[src/rtl/writeback_queue.sv]
// Four-entry in-order writeback queue merging MDU and ALU results onto one
// register-file write port, with combinational pending-write lookup for operand reads.
module writeback_queue #(
  parameter int unsigned DEPTH = 4
) (
  input  logic        clk,
  input  logic        rst,
  input  logic        mdu_valid,
  output logic        mdu_ready,
  input  logic [4:0]  mdu_addr,
  input  logic [31:0] mdu_data,
  input  logic        alu_valid,
  output logic        alu_ready,
  input  logic [4:0]  alu_addr,
  input  logic [31:0] alu_data,
  output logic        write_enable,
  output logic [4:0]  write_address,
  output logic [31:0] write_data,
  input  logic [4:0]  query_addr1,
  input  logic [4:0]  query_addr2,
  output logic        pending1,
  output logic        pending2,
  output logic [2:0]  fifo_count
);

  localparam int unsigned PTR_W  = 2;
  localparam int unsigned CNT_W  = 3;
  localparam int unsigned ADDR_W = 5;
  localparam int unsigned DATA_W = 32;

  typedef struct packed {
    logic [ADDR_W-1:0] addr;
    logic [DATA_W-1:0] data;
  } entry_t;

  entry_t             mem [DEPTH];
  logic [PTR_W-1:0]   wr_ptr;
  logic [PTR_W-1:0]   rd_ptr;
  logic [CNT_W-1:0]   count;
  logic [CNT_W-1:0]   free_slots;
  logic               mdu_push;
  logic               alu_push;
  logic               pop;
  logic [CNT_W-1:0]   push_cnt;
  logic [PTR_W-1:0]   alu_slot;

  assign fifo_count = count;

  // Readiness looks only at the registered count; the MDU owns the last free slot.
  always_comb begin
    free_slots = CNT_W'(DEPTH) - count;
    mdu_ready  = (free_slots >= CNT_W'(1));
    alu_ready  = (free_slots >= CNT_W'(2)) ||
                 ((free_slots == CNT_W'(1)) && !mdu_valid);
  end

  // Writes to r0 complete the handshake but are dropped here.
  always_comb begin
    mdu_push = mdu_valid && mdu_ready && (mdu_addr != ADDR_W'(0));
    alu_push = alu_valid && alu_ready && (alu_addr != ADDR_W'(0));
    pop      = (count != CNT_W'(0));
    push_cnt = CNT_W'(mdu_push) + CNT_W'(alu_push);
    alu_slot = wr_ptr + PTR_W'(mdu_push);
  end

  always_ff @(posedge clk or posedge rst) begin
    if (rst) begin
      count         <= '0;
      wr_ptr        <= '0;
      rd_ptr        <= '0;
      write_enable  <= 1'b0;
      write_address <= '0;
      write_data    <= '0;
    end else begin
      count  <= count + push_cnt - CNT_W'(pop);
      wr_ptr <= wr_ptr + PTR_W'(push_cnt);
      rd_ptr <= rd_ptr + PTR_W'(pop);
      write_enable <= pop;
      if (pop) begin
        write_address <= mem[rd_ptr].addr;
        write_data    <= mem[rd_ptr].data;
      end
    end
  end

  // Entry storage; validity is tracked solely by the pointers and count.
  always_ff @(posedge clk) begin
    if (mdu_push) begin
      mem[wr_ptr] <= '{addr: mdu_addr, data: mdu_data};
    end
    if (alu_push) begin
      mem[alu_slot] <= '{addr: alu_addr, data: alu_data};
    end
  end

  // Scoreboard lookup over occupied entries plus the write currently on the port.
  always_comb begin
    pending1 = 1'b0;
    pending2 = 1'b0;
    for (int unsigned i = 0; i < DEPTH; i++) begin
      if (CNT_W'(i) < count) begin
        if (mem[rd_ptr + PTR_W'(i)].addr == query_addr1) pending1 = 1'b1;
        if (mem[rd_ptr + PTR_W'(i)].addr == query_addr2) pending2 = 1'b1;
      end
    end
    if (write_enable && (write_address == query_addr1)) pending1 = 1'b1;
    if (write_enable && (write_address == query_addr2)) pending2 = 1'b1;
    if (query_addr1 == ADDR_W'(0)) pending1 = 1'b0;
    if (query_addr2 == ADDR_W'(0)) pending2 = 1'b0;
  end

endmodule
[config.mk]
export PLATFORM = sky130hd
export DESIGN_NAME = writeback_queue
export DESIGN_NICKNAME = d
export VERILOG_FILES = /design/src/rtl/writeback_queue.sv
export SDC_FILE = /design/constraint.sdc
export NUM_CORES = 1
export LEC_CHECK = 0
export ABC_AREA = 1
export CORE_ASPECT_RATIO = 0.8
export CORE_MARGIN = 5
export CORE_UTILIZATION = 30
export CTS_CLUSTER_DIAMETER = 40
export DETAILED_ROUTE_END_ITERATION = 10
export GPL_TIMING_DRIVEN = 1
export PLACE_DENSITY = 0.51
export SLEW_MARGIN = 0
export SYNTH_ARGS = -nofsm -noshare
export SYNTH_HDL_FRONTEND = slang
export SYNTH_SLANG_ARGS = --single-unit
export TNS_END_PERCENT = 50
[constraint.sdc]
create_clock -name clk -period 4.31 [get_ports clk]
set_input_delay 1.293 -clock clk [delete_from_list [all_inputs] [get_ports clk]]
set_output_delay 1.293 -clock clk [all_outputs]
set_load 0.02 [all_outputs]
# --- Word level (Yosys, flattened, before mapping) ---
# Memories as Yosys holds them, arrays and structs flattened.
# Index checks and enable logic that the tools add are counted.
word_totals:
  reg_bits: 45
  ram_bits: 148
  input_bits: 88
  out_inout_bits: 45
  elab_cells: 72
  memories: 1
mem_list:
  columns: ["name", "words", "word_bits", "read_ports", "rd_clocked_by_memory_dff", "write_ports", "line", "text"]
  rows:
  - ["mem", 4, 37, 4, 0, 2, "36", "entry_t mem [DEPTH];"]
classes:
  addsub: 10
  order_cmp: 6
  n_eq_ne: 11
  mux: 24
  reduce_logical: 14
ops:
  columns: ["cell", "n"]
  rows:
  - ["$eq A5 B5 Y1", 10]
  - ["$mux W1", 24]
  - ["$logic_not A5 Y1", 2]
  - ["$reduce_bool A5 Y1", 2]
  - ["$logic_and A1 B1 Y1", 7]
  - ["$lt A1 B3 Y1 const A", 2]
  - ["$lt A2 B3 Y1 const A", 2]
  - ["$add A2 B1 Y2", 2]
  - ["$add A2 B2 Y2 const B", 2]
  - ["$add A3 B2 Y3", 1]
  - ["$eq A3 B1 Y1 const B", 1]
  - ["$ge A3 B1 Y1 const B", 1]
  - ["$ge A3 B2 Y1 const B", 1]
  - ["$reduce_bool A3 Y1", 1]
  - ["$sub A3 B1 Y3", 1]
  - ["$sub A3 B3 Y3 const A", 1]
  - ["$add A1 B1 Y2", 1]
  - ["$add A2 B1 Y2 const B", 1]
  - ["$add A2 B2 Y2", 1]
  - ["$logic_not A1 Y1", 1]
  - ["$logic_or A1 B1 Y1", 1]

# --- Logic depth before layout (Yosys ltp) ---
# An unclocked memory read counts as a cell.
depth:
  word_depth: 12
  depth_mapped: 16

# --- Worst setup path before layout ---
# No wires, ideal clock.
synth_path:
  path_type: "reg2reg"
  startpoint: "reg count[0], in the netlist fifo_count[0]"
  endpoint: "mem mem[0][0] (netlist bit), enable pin"
  arrival_ps: 4399
  required_ps: 3827
  setup_slack_ps: -572
  path_stages_with_launch: 11
  path_buffers: 0
  period_less_slack_ps: 4882
  cell_sequence: "dfrtp_1 > inv_1 > ha_1 > ha_1 > inv_1 > nor2_1 > nand3_1 > nand2_1 > a21oi_1 > nand2_1 > o21ai_0"
synth_rtl:
  columns: ["element", "line", "text"]
  rows:
  - ["start, declared", "39", "logic [CNT_W-1:0] count;"]
  - ["start signal, assigned", "75", "count <= count + push_cnt - CNT_W'(pop);"]
  - ["end, declared", "36", null]

# --- Worst setup path after layout ---
layout_path:
  startpoint: "in query_addr2[3]"
  endpoint: "out pending2"
layout_via:
  elab_chain_cells: 11
layout_lines:
  columns: ["element", "line", "text"]
  rows:
  - ["start, declared", "20", "input logic [4:0] query_addr2,"]
  - ["$eq A5 B5 Y1", "103", "if (mem[rd_ptr + PTR_W'(i)].addr == query_addr2) pending2 = 1'b1;"]
  - ["$mux W1", "103", null]
  - ["$mux W1", "101", "if (CNT_W'(i) < count) begin"]
  - ["$mux W1", "103", null]
  - ["$mux W1", "101", null]
  - ["$mux W1", "103", null]
  - ["$mux W1", "101", null]
  - ["$mux W1", "103", null]
  - ["$mux W1", "101", null]
  - ["$mux W1", "107", "if (write_enable && (write_address == query_addr2)) pending2 = 1'b1;"]
  - ["$mux W1 (*)", "109", "if (query_addr2 == ADDR_W'(0)) pending2 = 1'b0;"]
  - ["end, declared", "22", "output logic pending2,"]
# Every way passes the cells marked *; elsewhere a longest branch is shown, timed or not.

==> out/results.ini <==
[route]
drt_iter0_drc=480
drc_errors=0
dr.pass1.iters=5
wire_per_inst_um=18.3
drtAntennaViolNets=0
routed_wl_um=32400
vias=8585
viasPerCell=4.85

[logic_synthesis]
synth_seq_cells=193
synth_area_per_cell_um2=8.66
synth_edf_count=148
ys_warn_count=0
ys.flop_type=edfxtp_1
yosysSeqAreaShare_pct=54.1
async_reset_ff_share_pct=23.3
syn_area_mm2=0.0103
syn_inst=1189
syn_nets=1289
yosys.cell_types.count=30

[place]
numPortBuffers=132
hpwlAfterDp_um=22500
post-place-ws_ps=-351
gp_congestion=0.892

[timing]
finalSetupViolations=0
tns_ps=0
fmax_mhz=236
min_period_over_period_pct=98.1
worst_slew_pin_slew_ps=849
setup_ws_ps=81.2
final_max_slew_viol_count=0
slew_headroom_pct=43.0
fin_crit_ps=4230
skew_ps=10.8
hold_viol=0
rsz0062_at_grt=false

[setup_path]
crit_arrival_ps=2940
required_ps=3020
critPathKind=primary input to output pin
rr_worst_depth=15
cp-startpoint=query_addr2[3]
worstPathMaxFanout=7
worstSetupEndpoint=pending2
cp-start-kind=primary input
rrSetupSlack_ps=1270
critPathMostFrequentCell=nor2_1
slowest_delay_ps=420
crit_slowest_cell=clkdlybuf4s50_1
end_kind=output pin
r2r-end=mem[1][17]
cp_cell_sequence=clkdlybuf4s50_1 -> inv_1 -> o22ai_1 -> nor3_1 -> nand3_1 -> nand2_1 -> nor2_1 -> nor2_1 -> clkdlybuf4s15_2
rr_startpoint=fifo_count[0]

[clock_tree]
cts-hold-fix-buffers=0
clk_latency_ps=420
clock-sinks=193
cts_max_level=4
clkTransAtPathRegs_ps=80
cts_root_buffer=clkbuf_16
cts_tree=built
numCtsBuffers=17
cts_buffer_depth=2

[finish]
multi_input_area_mm2=0.00407
drive_gt1_share_pct=8.53
diodes=0
final_util_pct=38.1
fillCellCount=3456
layout_common_cells=nand2_1, edfxtp_1, clkdlybuf4s50_1
fin_nets=1424
final_common_cell=nand2_1
area_growth_pct=24.9
regArea_mm2=0.00557

[flow_run]
cap_viol_max_count=0

[floorplan]
initial_core_util_pct=30.5
core_mm2=0.0338
die_area_mm2=0.0382
dieWidth_um=217
die_h_um=176
io_pins=133
floorplan.rows=60

[grt]
grt_util_met3_pct=3.08
grt_overflow_total=0
grt_pass1_wl_um=50700
use_met2_pct=27.8
grt-busiest-layer=met2
antenna_found_initial=0
grt_max_degree=73
grtUsageMet1_pct=24.4
grt_pass1_vias=8610
track_usage_pct=17.1

[pwr]
total_power_uw=10800
ir_drop_mv=0.420
p_leak_uw=0.00549
p_per_area_mw_per_mm2=836

[min_path]
hp-class=flop to flop

[status]
status=complete, no violations

[layout make-up]
class	count	share of cell area [%]
Multi-Input combinational cell	846	31.6
Sequential cell	193	43.3
Clock buffer	18	3.33
Clock inverter	14	1.23
Inverter	88	2.57
Tap cell	434	4.22
Timing Repair Buffer	178	13.7
[metal layers]
metal  share of wire, %  routed length (µm)
met5                  0                   0
met4                1.1                 345
met3                5.0                1610
met2                 46               15000
met1                 48               15400
[synth_stat cells, types with 5 or more instances]
| cell | instances | share of area, % |
|---|---|---|
| xor2_1 | 6 | 0.51 |
| inv_1 | 86 | 3.1 |
| buf_6 | 16 | 1.7 |
| a31oi_1 | 8 | 0.49 |
| a41oi_1 | 15 | 1.3 |
| dfrtp_1 | 45 | 11 |
| o21ai_2 | 16 | 1.4 |
| nand3_1 | 76 | 3.7 |
| nand4_1 | 10 | 0.61 |
| nor3_1 | 5 | 0.24 |
| nand3_2 | 5 | 0.49 |
| clkbuf_1 | 28 | 1.0 |
| nor2_1 | 60 | 2.2 |
| buf_2 | 8 | 0.39 |
| ha_1 | 11 | 1.3 |
| a21oi_1 | 7 | 0.34 |
| a22oi_1 | 31 | 2.3 |
| nand2_1 | 435 | 16 |
| edfxtp_1 | 148 | 43 |
| o21ai_1 | 104 | 5.1 |
| o21ai_0 | 44 | 2.1 |
| buf_4 | 9 | 0.66 |
[worst max-delay path, delay by kind of cell]
family                 cells  cell delay (ps)
AOI/OAI and AO/OA          1              150
buffers and inverters      3              950
and+or+nand+nor            5              540
[where the power goes]
part,internal (µW),switching (µW),total (µW)
Sequential,3260,404,3660
Clock,786,812,1600
Combinational,1860,3640,5500
[state kept, by name, summed over array words and instances, names as in the netlist]
| signal | cells |
|---|---|
| mem | 148 |
| write_data | 32 |
| write_address | 5 |
| fifo_count | 3 |
| rd_ptr | 2 |
| wr_ptr | 2 |
| write_enable | 1 |
[metrics by stage]
stage                     cells  hold WS [ps]  area, µm²
final                      1771           499      12900
after global routing       1771           510      12900
after CTS                  1771           496      12900
after detailed placement   1739           468      12300
after global placement     1739           470      12300
after floorplan            1189           506      10300
[logic make-up (layout without fill, tap and decap cells)]
group | after synthesis | in the layout | share of synthesized area [%]
compound gates | 230 | 230 | 13.2
buf+inv | 150 | 298 | 7.06
fa+ha+maj | 12 | 12 | 1.53
flops | 193 | 193 | 54.1
xor+xnor | 10 | 10 | 0.850
simple gates | 594 | 594 | 23.2
[worst min path at each step]
stage                               from        endpoint  slack, ps  cells past startpoint
after floorplan                mem[0][0]   write_data[0]        510                      2
after global placement    write_data[27]  write_data[27]        470                      2
after detailed placement  write_data[13]  write_data[13]        470                      2
after CTS                 write_data[13]  write_data[13]        500                      2
after global routing      write_data[27]  write_data[27]        510                      2
final                     write_data[29]  write_data[29]        500                      2
[what timing repair did]
action / CTS / global route
pin swaps: 0 / 0
endpoints found under the setup margin: 2 / 2
resized for setup: 5 / 7
setup buffers: 0 / 0
(Power assumes the default switching activity.)
==> RTL edit (config.mk and constraints unchanged) <==
Change the localparam `PTR_W` from 2 to 1.
--- a/src/rtl/writeback_queue.sv
+++ b/src/rtl/writeback_queue.sv
@@ -23,7 +23,7 @@
   output logic [2:0]  fifo_count
 );
 
-  localparam int unsigned PTR_W  = 2;
+  localparam int unsigned PTR_W  = 1;
   localparam int unsigned CNT_W  = 3;
   localparam int unsigned ADDR_W = 5;
   localparam int unsigned DATA_W = 32;
Behaviour: not the same (Yosys sat finds a counterexample within 4 cycles, from zero or initial values and one cycle with rst high).
==> RTL edit against the original RTL <==
- non-clock buffer count is 19 lower
- synthesized area shrank 43%
- design area decreased by 35%
- worst setup slack gained 160 ps
- clock skew shrank 2.1 ps
- combinational power shrank 44%
- sequential cell count fell by 76
- total power fell by 36%
- sequential power is 38% lower
- wire length down 47%
- critical endpoint is now pending1
==> RTL edit: results (changes against the original RTL) <==
detailed_routing:
  vias_per_cell: 4.56  # -5.9%
  wl_met3_um: 979  # -39%
  drt_first_iter_violations: 245  # -49%
  routed-wl-met2_um: 7180  # -52%
  wl_met1_um: 8640  # -44%
  vias: 5027  # -41%
worst_setup_path:
  crit_arrival_ps: 2780  # -160 ps
  endpoint: "pending1"
  worst-path-max-fanout: 4  # -3
  r2r_slack_ps: 1210  # -60 ps
placement:
  hpwl_um: 11800  # -47%
  dp_cells: 1070  # -38%
  pre_cts_ws_ps: -192  # +159 ps
  routabilityCongestion: 0.864  # -3.1%
  dpl_cell_area_um2: 7680  # -37%
sta:
  slew_headroom: 0.583  # +0.153
  fin_skew_ps: 8.65  # -2.12 ps
  setup_ws_ps: 237  # +156 ps
logic_synthesis:
  synth.avg_cell_area_um2: 8.68  # +0.24%
  synthTopCellsByArea: "edfxtp_1, dfrtp_1, nand2_1"
  netlist_top_cells_count: "nand2_1, o21ai_0, inv_1"
  yosysSeqAreaShare: 0.558  # +0.0169
global_route:
  grt_util_met2: 0.225  # -0.0532
  grt_pass1_vias: 4972  # -42%
  met1_usage: 0.223  # -0.0205
  grt_pass1_wl_um: 27000  # -47%
  grt_usage: 0.152  # -0.0191
  grt_max_degree: 44  # -40%
power:
  p_leak_nw: 3.65  # -33%
  p_int_mw: 4.18  # -29%
layout:
  multi_input_area_um2: 2140  # -47%
  inverters: 80  # -9.1%
  drive_above_1_share: 0.0859  # +0.000653
  layout.nets: 925  # -35%
  fillerInstances: 1920  # -44%
  multi_input_cells: 450  # -47%
  buffers: 159  # -11%
  clk_share: 0.0758  # +0.0301
  largestRegisters: "mem (74), write_data (32), write_address (5)"
hold_path:
  min_from: "mem[0][11]"
  hold_end: "write_data[11]"
clock_tree:
  clock-sinks: 117  # -39%
status:
  status: "completed"
## RTL edit: changes by cell type in the layout (fill, tap and decap cells not counted), moves of 31 or more
cell      change
nand3_1      -35
o21ai_1     -103
o21ai_0      +39
edfxtp_1     -74
nand2_1     -262
a21oi_1      +64
a22oi_1      -31
## RTL edit: power by group through the flow
stage	Sequential (mW)	Clock, mW	Combinational (mW)
floorplan	2.49	0	1.67
CTS	2.29	1.54	3.13
finish	2.28	1.51	3.08
global placement	2.30	0	3.13
global route	2.36	1.59	3.45
detailed placement	2.30	0	3.12
## RTL edit: cells by family after synthesis
family	count (synthesis)	share of synthesized area
AO/OA/AOI/OAI	158	0.135
AND/OR/NAND/NOR	273	0.186
adder cells (fa/ha/maj)	12	0.0292
XOR/XNOR	7	0.0104
flip-flops	117	0.558
buffers and inverters	114	0.0819
## RTL edit: repair_timing
action | CTS | global route
buffers inserted | 0 | 0
gates resized for setup | 2 | 4
setup endpoints to repair | 2 | 2
pin swaps | 0 | 0
